<file path="src/rtl/avalon_reg_bank.sv">
// ----------------------------------------------------------------------------
// avalon_reg_bank
//
// Avalon-MM slave register bank. It sits on the Nios II data master as a
// custom peripheral and provides:
//   - NUM_REGS general-purpose read/write registers with byte enables
//   - a STATUS register with sticky hardware events and write-1-to-clear
//   - an IRQ_EN mask and a registered, level-sensitive interrupt
//   - a saturating WRCOUNT register that counts mapped writes; any write
//     to WRCOUNT clears it
//
// Word address map:
//   0 .. NUM_REGS-1   GP[n]     RW
//   NUM_REGS          STATUS    W1C; set by i_hw_event
//   NUM_REGS+1        IRQ_EN    RW
//   NUM_REGS+2        WRCOUNT   RO; a write clears it
//   above             unmapped  reads return 0, writes are ignored
//
// Ports:
//   i_clk              system clock; all logic runs on the rising edge
//   i_reset            synchronous, active-high reset
//   i_address          word address
//   i_chipselect       slave select
//   i_read             read strobe, qualified by i_chipselect
//   i_write            write strobe, qualified by i_chipselect
//   i_byteenable       per-byte write enable
//   i_writedata        write data
//   o_readdata         registered read data; holds between reads
//   o_readdatavalid    one-cycle pulse qualifying o_readdata
//   i_hw_event         level-sampled event inputs, one per STATUS bit
//   o_irq              registered interrupt request (level)
// ----------------------------------------------------------------------------
module avalon_reg_bank #(
    parameter int unsigned DATA_W   = 32,
    parameter int unsigned NUM_REGS = 4,
    parameter int unsigned ADDR_W   = 3
) (
    input  logic                i_clk,
    input  logic                i_reset,
    input  logic [ADDR_W-1:0]   i_address,
    input  logic                i_chipselect,
    input  logic                i_read,
    input  logic                i_write,
    input  logic [DATA_W/8-1:0] i_byteenable,
    input  logic [DATA_W-1:0]   i_writedata,
    output logic [DATA_W-1:0]   o_readdata,
    output logic                o_readdatavalid,
    input  logic [DATA_W-1:0]   i_hw_event,
    output logic                o_irq
);

    localparam int unsigned NumBytes = DATA_W / 8;

    localparam logic [ADDR_W-1:0] AddrStatus  = ADDR_W'(NUM_REGS);
    localparam logic [ADDR_W-1:0] AddrIrqEn   = ADDR_W'(NUM_REGS + 1);
    localparam logic [ADDR_W-1:0] AddrWrCount = ADDR_W'(NUM_REGS + 2);

    // ------------------------------------------------------------------------
    // State
    // ------------------------------------------------------------------------
    logic [DATA_W-1:0] r_gp [NUM_REGS];
    logic [DATA_W-1:0] r_status;
    logic [DATA_W-1:0] r_irq_en;
    logic [DATA_W-1:0] r_wrcount;
    logic [DATA_W-1:0] r_readdata;
    logic              r_readdatavalid;
    logic              r_irq;

    // ------------------------------------------------------------------------
    // Access qualification and decode
    // ------------------------------------------------------------------------
    logic                w_wr_acc;
    logic                w_rd_acc;
    logic [NUM_REGS-1:0] w_sel_gp;
    logic                w_sel_status;
    logic                w_sel_irq_en;
    logic                w_sel_wrcount;
    logic                w_counted;
    logic [DATA_W-1:0]   w_be_mask;
    logic [DATA_W-1:0]   w_status_clr;
    logic [DATA_W-1:0]   w_rd_data;

    // A simultaneous write wins; the read is dropped entirely.
    assign w_wr_acc = i_chipselect & i_write;
    assign w_rd_acc = i_chipselect & i_read & ~i_write;

    always_comb begin
        w_sel_gp = '0;
        for (int n = 0; n < NUM_REGS; n++) begin
            w_sel_gp[n] = (i_address == ADDR_W'(n));
        end
    end

    assign w_sel_status  = (i_address == AddrStatus);
    assign w_sel_irq_en  = (i_address == AddrIrqEn);
    assign w_sel_wrcount = (i_address == AddrWrCount);

    // Writes that bump WRCOUNT: every mapped address except WRCOUNT itself.
    assign w_counted = (|w_sel_gp) | w_sel_status | w_sel_irq_en;

    // Expand byte enables into a bit mask over the data word.
    always_comb begin
        w_be_mask = '0;
        for (int b = 0; b < NumBytes; b++) begin
            w_be_mask[8*b +: 8] = {8{i_byteenable[b]}};
        end
    end

    assign w_status_clr = (w_wr_acc && w_sel_status) ? (i_writedata & w_be_mask) : '0;

    // Read mux; unmapped addresses fall through to zero.
    always_comb begin
        w_rd_data = '0;
        for (int n = 0; n < NUM_REGS; n++) begin
            if (w_sel_gp[n]) begin
                w_rd_data = r_gp[n];
            end
        end
        if (w_sel_status) begin
            w_rd_data = r_status;
        end
        if (w_sel_irq_en) begin
            w_rd_data = r_irq_en;
        end
        if (w_sel_wrcount) begin
            w_rd_data = r_wrcount;
        end
    end

    // ------------------------------------------------------------------------
    // General-purpose registers
    // ------------------------------------------------------------------------
    always_ff @(posedge i_clk) begin
        if (i_reset) begin
            for (int n = 0; n < NUM_REGS; n++) begin
                r_gp[n] <= '0;
            end
        end else if (w_wr_acc) begin
            for (int n = 0; n < NUM_REGS; n++) begin
                if (w_sel_gp[n]) begin
                    r_gp[n] <= (r_gp[n] & ~w_be_mask) | (i_writedata & w_be_mask);
                end
            end
        end
    end

    // ------------------------------------------------------------------------
    // IRQ_EN
    // ------------------------------------------------------------------------
    always_ff @(posedge i_clk) begin
        if (i_reset) begin
            r_irq_en <= '0;
        end else if (w_wr_acc && w_sel_irq_en) begin
            r_irq_en <= (r_irq_en & ~w_be_mask) | (i_writedata & w_be_mask);
        end
    end

    // ------------------------------------------------------------------------
    // STATUS: event set is applied after the clear so a same-cycle event wins.
    // ------------------------------------------------------------------------
    always_ff @(posedge i_clk) begin
        if (i_reset) begin
            r_status <= '0;
        end else begin
            r_status <= (r_status & ~w_status_clr) | i_hw_event;
        end
    end

    // ------------------------------------------------------------------------
    // WRCOUNT: saturating counter of mapped writes, cleared by writing it.
    // ------------------------------------------------------------------------
    always_ff @(posedge i_clk) begin
        if (i_reset) begin
            r_wrcount <= '0;
        end else if (w_wr_acc && w_sel_wrcount) begin
            r_wrcount <= '0;
        end else if (w_wr_acc && w_counted && (r_wrcount != '1)) begin
            r_wrcount <= r_wrcount + DATA_W'(1);
        end
    end

    // ------------------------------------------------------------------------
    // Read return path: one-cycle latency, data holds between reads.
    // ------------------------------------------------------------------------
    always_ff @(posedge i_clk) begin
        if (i_reset) begin
            r_readdata      <= '0;
            r_readdatavalid <= 1'b0;
        end else begin
            r_readdatavalid <= w_rd_acc;
            if (w_rd_acc) begin
                r_readdata <= w_rd_data;
            end
        end
    end

    // ------------------------------------------------------------------------
    // Interrupt: registered from the current STATUS and mask.
    // ------------------------------------------------------------------------
    always_ff @(posedge i_clk) begin
        if (i_reset) begin
            r_irq <= 1'b0;
        end else begin
            r_irq <= |(r_status & r_irq_en);
        end
    end

    assign o_readdata      = r_readdata;
    assign o_readdatavalid = r_readdatavalid;
    assign o_irq           = r_irq;

endmodule
</file>
<file path="config.mk">
export PLATFORM = sky130hd
export DESIGN_NAME = avalon_reg_bank
export DESIGN_NICKNAME = d
export VERILOG_FILES = /design/src/rtl/avalon_reg_bank.sv
export SDC_FILE = /design/constraint.sdc
export NUM_CORES = 1
export LEC_CHECK = 0
export BUFFER_PORTS_ARGS = -buffer_cell sky130_fd_sc_hd__buf_2
export CORE_UTILIZATION = 50
export DETAILED_ROUTE_END_ITERATION = 8
export PLACE_DENSITY = 0.68
export SYNTH_ARGS = -nofsm -noshare
export SYNTH_HDL_FRONTEND = slang
export SYNTH_SLANG_ARGS = --single-unit
</file>
<file path="constraint.sdc">
create_clock -name i_clk -period 5.2 [get_ports i_clk]
set_clock_uncertainty 0.05 [all_clocks]
set_input_delay 0.26 -clock i_clk [delete_from_list [all_inputs] [get_ports i_clk]]
set_output_delay 0.26 -clock i_clk [all_outputs]
set_load 0.03 [all_outputs]
</file>
# --- Yosys cells after proc, flatten, opt, wreduce, memory -nomap -nowiden ---
# Memories as Yosys holds them, arrays and structs flattened.
# Index checks and enable logic that the tools add are counted.
totals:
  mem_bits_rw: 128
  memories: 1
  regBits: 130
  elab_cells: 80
  inputBits: 76
classes:
  n_mux: 30
  eq_ne: 7
  addsub: 1
  reduce_logical: 9
  bitwise: 26
memory_table:
  columns: ["memory", "depth", "width", "rd", "rd_clocked_by_memory_dff", "write_ports", "line", "source"]
  rows:
  - ["r_gp", 4, 32, 4, 0, 4, "61", "logic [DATA_W-1:0] r_gp [NUM_REGS];"]
op_table:
  columns: ["cell", "n"]
  rows:
  - ["$mux W32", 12]
  - ["$and A32 B32 Y32", 8]
  - ["$or A32 B32 Y32", 6]
  - ["$not A32 Y32", 2]
  - ["$add A32 B1 Y32 const B", 1]
  - ["$ne A32 B32 Y1 const B", 1]
  - ["$reduce_or A32 Y1", 1]
  - ["$mux W1", 18]
  - ["$eq A3 B3 Y1 const B", 3]
  - ["$eq A3 B2 Y1 const B", 2]
  - ["$or A1 B1 Y1", 6]
  - ["$logic_and A1 B1 Y1", 5]
  - ["$reduce_or A4 Y1", 1]
  - ["$and A1 B1 Y1", 3]
  - ["$eq A3 B1 Y1 const B", 1]
  - ["$logic_not A3 Y1", 1]
  - ["$reduce_or A2 Y1", 1]
  - ["$not A1 Y1", 1]

# --- Longest topological paths before layout ---
# Gate-level depths: netlist (run 1).
logic_depth:
  word_depth: 8
  depth_mapped: 8

# --- Worst setup path before layout (run 1) ---
# No wires, ideal clock.
synth_timing:
  kind: "input port to flip-flop"
  from: "in i_address[0]"
  to: "mem r_gp[1][0] (enable)"
  cell_stages: 5
  setup_slack_ns: 2.833
  arrival_ns: 1.930
  path_cell_list: "clkbuf_1 -> nor2b_1 -> buf_2 -> buf_1 -> a21o_1"
synth_rtl:
  columns: ["item", "line", "source"]
  rows:
  - ["from (decl)", "40", "input logic [ADDR_W-1:0] i_address,"]
  - ["to (decl)", "61", null]

# --- Worst setup path in the final report (run 1) ---
layout_timing:
  from: "in i_address[2]"
  to: "reg r_status[12]"
layout_between:
  elab_chain_len: 6
layout_lines:
  columns: ["item", "line", "source"]
  rows:
  - ["$eq A3 B3 Y1", "94", "assign w_sel_status = (i_address == AddrStatus);"]
  - ["$logic_and A1 B1 Y1", "109", "assign w_status_clr = (w_wr_acc && w_sel_status) ? (i_writedata & w_be_mask) : '0;"]
  - ["$mux W32", "109", null]
  - ["$not A32 Y32", "165", "r_status <= (r_status & ~w_status_clr) | i_hw_event;"]
  - ["$and A32 B32 Y32", "165", null]
  - ["$or A32 B32 Y32", "165", null]
  - ["to (signal assigned)", "165", null]
  - ["to (decl)", "62", "logic [DATA_W-1:0] r_status;"]
# No other way between the ends.
# A chain may end at the register's enable or synchronous reset.

==> summary.txt, run 1 <==
Route
  – Routed WL per cell: 20.3 um
  – Via Count: 11.1k
  – Vias per cell: 6.02
  – DR pass1 iterations: 7
  – First DRT Iteration DRCs: 1071
  – DRC: 0
  – Routed Antenna Nets: 0
  – WL final: 37500 um

Worst setup path
  – Setup crit end kind: register
  – Nature of the critical path startpoint: input port
  – Max incr delay on CP: 0.98 ns
  – Critical setup path kind: input port to register
  – Cell mode on critical path: nand3_1
  – Crit path cell chain: buf_2, nand3_1, nor3_2, buf_4, nand3_1, a21oi_1, dlygate4sd3_1, nor2_1
  – Critical path peak fanout: 26
  – WP data required: 5.56 ns
  – CP max-delay cell: nor3_2
  – CP delay by family, top: buffers and inverters
  – CP Buf/Inv Count: 3
  – Worst EP arrival: 3.42 ns

Timing
  – Hold Vio Cnt, Final: 0
  – Fmax: 0.326 GHz
  – Fin. max-slew vios: 0
  – Fin crit period: 3.07 ns
  – # setup viols final: 0
  – Worst slew margin: 0.173
  – Worst Hold Slack: 0.185 ns
  – RSZ-0062 raised after global routing: false
  – Setup ws final: 2.13 ns
  – TNS Setup: 0 ns
  – Slew @ Worst Pin: 1.23 ns
  – Tcrit/Tclk final: 0.590

Global routing
  – Initial antenna violation count: 0
  – Met3 Resource Use GR: 0.0403
  – GR peak layer: met2
  – Total gr overflow: 0
  – Largest net degree at the start of global routing: 66
  – Met2 Usage GRT: 0.463
  – Global-route wire length before repair: 58300 um
  – Total Routing Usage GR: 0.285
  – Met1 Usage GRT: 0.398
  – Number of global-route vias before repair: 10.5k

Clock tree
  – CTS tree: done
  – Worst-Skew Late Latency: 0.54 ns
  – Max clock buf depth: 3
  – CTS Root Cell: clkbuf_16
  – CTS Buf Count: 29
  – Htree depth: 1
  – CTS clk-pin slew, worst paths: 0.06 ns
  – # clock sinks: 258

Placement
  – Area after DPL: 13300 um^2
  – DP Wirelength: 23200 um
  – # placed instances: 1721
  – GPL Wtd Cong: 0.848
  – Pre-CTS setup slack: 2.31 ns
  – Buffers on Ports: 109

Layout
  – Commonest cells after routing, fill and taps aside: 229 x a21oi_1, 176 x nand2_1, 130 x nand2b_1, 130 x dfxtp_1, 128 x edfxtp_1
  – Non-Filler Instances: 1842
  – Final instance area: 14900 um^2
  – Synth-to-Final Area Change: 17.9%
  – Most common cell after layout, fill and taps aside: a21oi_1
  – N_diodes: 0
  – Final-stage net count: 1573
  – Share of layout cells above drive strength 1: 0.127

Power
  – Clock network fraction of total power: 0.425
  – Switching Share: 0.247
  – Leakage power figure: 0.00535 uW
  – P_sw: 1160 uW
  – Seq pwr share: 0.482
  – Pint: 3540 uW
  – Cell Pwr Density: 315 nW/um^2
  – Peak VDD IR: 254 uV
  – Comb pwr share: 0.093

Synth
  – Synth unique cells: 44
  – Async set-reset flop share out of synthesis: 0
  – Syn Nets: 1456
  – Post-synthesis sequential area ratio: 0.509
  – Cell Area, Synth: 12700 um^2
  – Post-Syn Instances: 1379
  – Most used DFF post-synth: dfxtp_1
  – Synth Area per Inst: 9.18 um^2
  – Post-synthesis register bit count: 258
  – Synth warn: 0
  – Post-synth EDFFs: 128

Die
  – Floorplan die width: 161 um
  – Die Span Y: 161 um
  – Area of the die: 26000 um^2
  – Core Area: 24600 um^2
  – Cell Rows: 57
  – I/O pins: 110
  – Initial core utilization: 0.515

Run
  – MaxCap Viol Count: 0

Run status
  – Outcome: finished clean

Worst hold path
  – Worst Hold Class: input port to register
## layout make-up
cell class | count | area [um^2]
flip-flops and latches | 258 | 6450
clock buffers | 37 | 786
clock inverters | 16 | 136
repair buffers | 192 | 1340
multi-input cells | 1011 | 5800
well taps | 324 | 405
fillers | 2096 | 9680
inverters | 4 | 15.0
## logic make-up (layout without fill, tap and decap cells)
group | after synthesis | in the layout | synth area share
simple gates | 508 | 508 | 0.203
compound gates | 437 | 437 | 0.199
flops | 258 | 258 | 0.509
buf+inv | 110 | 249 | 0.0357
mux | 65 | 65 | 0.0522
fa+ha+maj | 1 | 1 | 0.000988
## what timing repair did
action,4_1_cts,5_1_grt
gates resized for setup,0,0
hold buffers,68,0
endpoints found under the setup margin,0,0
buffers inserted,0,0
hold endpoints to repair,64,0
## layer usage
metal | up-vias | share of wire
met5 | - | 0
met4 | 0 | 0.025
met3 | 54 | 0.073
met2 | 431 | 0.46
met1 | 5345 | 0.44
li1 | 5267 | -
## Yosys cell counts, drive strengths merged (2+ instances only)
master	count	share of area
a31oi	29	0.014
nor3	8	0.0032
nand2b	130	0.064
nor4	2	0.00099
a21oi	229	0.090
a22oi	12	0.0071
a211oi	4	0.0024
and4	6	0.0041
a21o	4	0.0024
dfxtp	130	0.21
o21bai	29	0.017
nand3	82	0.033
o211ai	31	0.018
nor2	41	0.012
or3	11	0.0054
nor2b	3	0.0015
and2	6	0.0032
a221oi	8	0.0055
o21ai	68	0.027
a22o	4	0.0028
o31ai	16	0.0095
mux2i	57	0.045
and3	4	0.0020
inv	4	0.0012
edfxtp	128	0.30
mux2	8	0.0071
or4	20	0.012
or2	2	0.00099
clkbuf	85	0.025
buf	21	0.0093
nand2	178	0.053
nand4	13	0.0064
## final timing paths
path | end | startpoint | depth (start not counted) | slack (ns)
setup reg to reg | r_wrcount[15]$_SDFFE_PP0P_ | r_wrcount[19]$_SDFFE_PP0P_ | 5 | 2.73
hold reg to reg | register | register | 2 | 0.43
hold / removal | r_status[3]$_SDFF_PP0_ | i_reset | 2 | 0.18
setup / recovery | r_status[12]$_SDFF_PP0_ | i_address[2] | 8 | 2.13
## through the flow
step | utilization | power (uW)
5_1_grt | 0.607 | 4850
2_1_floorplan | - | 2540
6_report | 0.607 | 4700
3_3_place_gp | 0.542 | 2690
4_1_cts | 0.607 | 4720
3_5_place_dp | 0.542 | 2700
## power groups by stage
stage          Combinational, uW  Clock [uW]  Sequential (uW)
3_5_place_dp                 392           0             2310
2_1_floorplan                231           0             2310
5_1_grt                      473        2110             2270
4_1_cts                      433        2020             2260
6_report                     437        2000             2260
3_3_place_gp                 388           0             2300
No activity file was read; power rests on OpenSTA's default activity.
==> run 2, diff against run 1 <==
==> constraint.sdc (replaced) <==
create_clock -name i_clk -period 2.95 [get_ports i_clk]
set_clock_uncertainty 0.05 [all_clocks]
set_input_delay 0.1475 -clock i_clk [delete_from_list [all_inputs] [get_ports i_clk]]
set_output_delay 0.1475 -clock i_clk [all_outputs]
set_load 0.03 [all_outputs]
==> run 2 against run 1 <==
Clock-buffer cell count is 6 higher. Combinational power is 91% higher. Non-clock buffer count is 44 higher. Sequential power is 77% higher. Flip-flop and latch count stayed put. Critical path depth is 3 lower. Sequential share of layout area is 1.0 points lower. First-iteration DRC count is 1.0% lower. Cell area is 2.4% higher. Power is 74% higher. Via count is 2.8% higher.
==> summary.txt, run 2 (synthesis results as in run 1) <==
Clock tree
  – Post-CTS Setup Inserts: 0
  – Worst-Skew Late Latency: 0.55 ns
  – Htree depth: 1
  – CTS clk-pin slew, worst paths: 0.06 ns
  – CTS tree: done
  – Max clock buf depth: 3
  – CTS Root Cell: clkbuf_16
  – # clock sinks: 258
  – CTS Buf Count: 29

Timing
  – Slew @ Worst Pin: 0.926 ns
  – RSZ-0062 raised after global routing: false
  – Hold Vio Cnt, Final: 0
  – Fmax: 0.420 GHz
  – Worst slew margin: 0.381
  – Worst Hold Slack: 0.0445 ns
  – Fin crit period: 2.38 ns
  – TNS Setup: 0 ns
  – # setup viols final: 0
  – Tcrit/Tclk final: 0.808
  – Fin. max-slew vios: 0

Layout
  – # fillers: 2137
  – Share of layout cells above drive strength 1: 0.128
  – Synth-to-Final Area Change: 20.7%
  – Final-stage net count: 1617
  – Area of the multi-input gates: 5790 um^2
  – N_diodes: 0
  – Commonest cells after routing, fill and taps aside: 229 x a21oi_1, 178 x nand2_1, 130 x nand2b_1, 130 x dfxtp_1, 128 x edfxtp_1
  – Most common cell after layout, fill and taps aside: a21oi_1
  – Register Area: 6450 um^2

Worst setup path
  – Crit path cell chain: nand4_1, nor4_1, and3_1, o21ai_0, a21oi_1
  – Worst path depth: 5
  – CP Buf/Inv Count: 0
  – WP data required: 3.38 ns
  – CP delay by family, top: simple AND/OR/NAND/NOR gates
  – Critical setup path kind: register to register
  – Setup crit end kind: register
  – Max incr delay on CP: 0.72 ns
  – Nature of the critical path startpoint: register
  – CP max-delay cell: and3_1
  – Worst R2R Path Depth: 5
  – Worst EP arrival: 2.81 ns
  – Critical path peak fanout: 23

Global routing
  – Number of global-route vias before repair: 11.0k
  – Met3 Resource Use GR: 0.0434
  – Global-route wire length before repair: 60400 um
  – Total gr overflow: 0
  – Met1 Usage GRT: 0.406
  – Largest net degree at the start of global routing: 58
  – GR peak layer: met2
  – Initial antenna violation count: 0
  – Total Routing Usage GR: 0.296
  – Met2 Usage GRT: 0.473

Route
  – DRC: 0
  – Routed WL per cell: 20.4 um
  – First DRT Iteration DRCs: 1060
  – DR pass1 iterations: 6
  – Routed Antenna Nets: 0
  – Via Count: 11.4k
  – Vias per cell: 6.05
  – WL final: 38400 um

Die
  – Area of the die: 26000 um^2
  – Initial core utilization: 0.515
  – Cell Rows: 57
  – Core Area: 24600 um^2
  – Die Span Y: 161 um
  – Floorplan die width: 161 um
  – I/O pins: 110

Placement
  – DP Wirelength: 23600 um
  – GPL Wtd Cong: 0.871
  – Buffers on Ports: 109

Power
  – Cell Pwr Density: 534 nW/um^2
  – Peak VDD IR: 469 uV
  – Leakage power figure: 0.00555 uW

Worst hold path
  – Worst Hold Class: input port to register
  – Hold path cells: 4

Run status
  – Outcome: finished clean

Run
  – MaxCap Viol Count: 0
## run 2: worst paths after layout
check | slack [ns] | startpoint | end
setup / recovery | 0.57 | r_wrcount[19]$_SDFFE_PP0P_ | r_wrcount[0]$_SDFFE_PP0P_
setup reg to reg | 0.57 | r_wrcount[19]$_SDFFE_PP0P_ | r_wrcount[0]$_SDFFE_PP0P_
hold reg to reg | 0.43 | register | register
hold / removal | 0.04 | i_reset | r_wrcount[6]$_SDFFE_PP0P_
## run 2: repair_timing
action,CTS,global route
gates resized for setup,0,0
hold endpoints to repair,64,0
hold buffers,96,0
## run 2: layer usage
metal | wire (um) | share of wire | up-vias
li1 | - | - | 5352
met3 | 2300 | 0.060 | 79
met4 | 1490 | 0.039 | 0
met2 | 17700 | 0.46 | 398
met1 | 17000 | 0.44 | 5580
met5 | 0 | 0 | -
## run 2: tightest hold or removal path, delay by kind of cell
kind	cells	cell delay [ns]
compound gates	2	0.25
buf+inv	1	0.15
simple gates	1	0.05
## run 2: final cells by class
| class | instances | share of cell area |
|---|---|---|
| multi-input combinational | 1011 | 0.379 |
| tap | 324 | 0.0265 |
| timing repair buffer | 236 | 0.116 |
| inverter | 4 | 0.000982 |
| clock inverter | 11 | 0.00376 |
| clock buffer | 43 | 0.0529 |
| sequential | 258 | 0.422 |
## run 2: power by group
part	leakage, uW	internal [uW]	switching (uW)
Clock	0.000427	1890	1450
Sequential	0.00239	3890	98.8
Combinational	0.00273	333	500
Total	0.00555	6110	2050
## run 2: through the flow
step / std cells / power, uW / cell area, um^2 / setup WS [ns] / util
final: 1887 / 8160 / 15300 / 0.568 / 0.622
after global routing: 1887 / 8430 / 15300 / 0.319 / 0.622
after CTS: 1887 / 8180 / 15300 / 0.621 / 0.622
after detailed placement: 1737 / 4770 / 13500 / 0.573 / 0.547
after global placement: 1737 / 4760 / 13500 / 0.619 / 0.547
after floorplan: 1379 / 4480 / 12700 / 0.695 / -
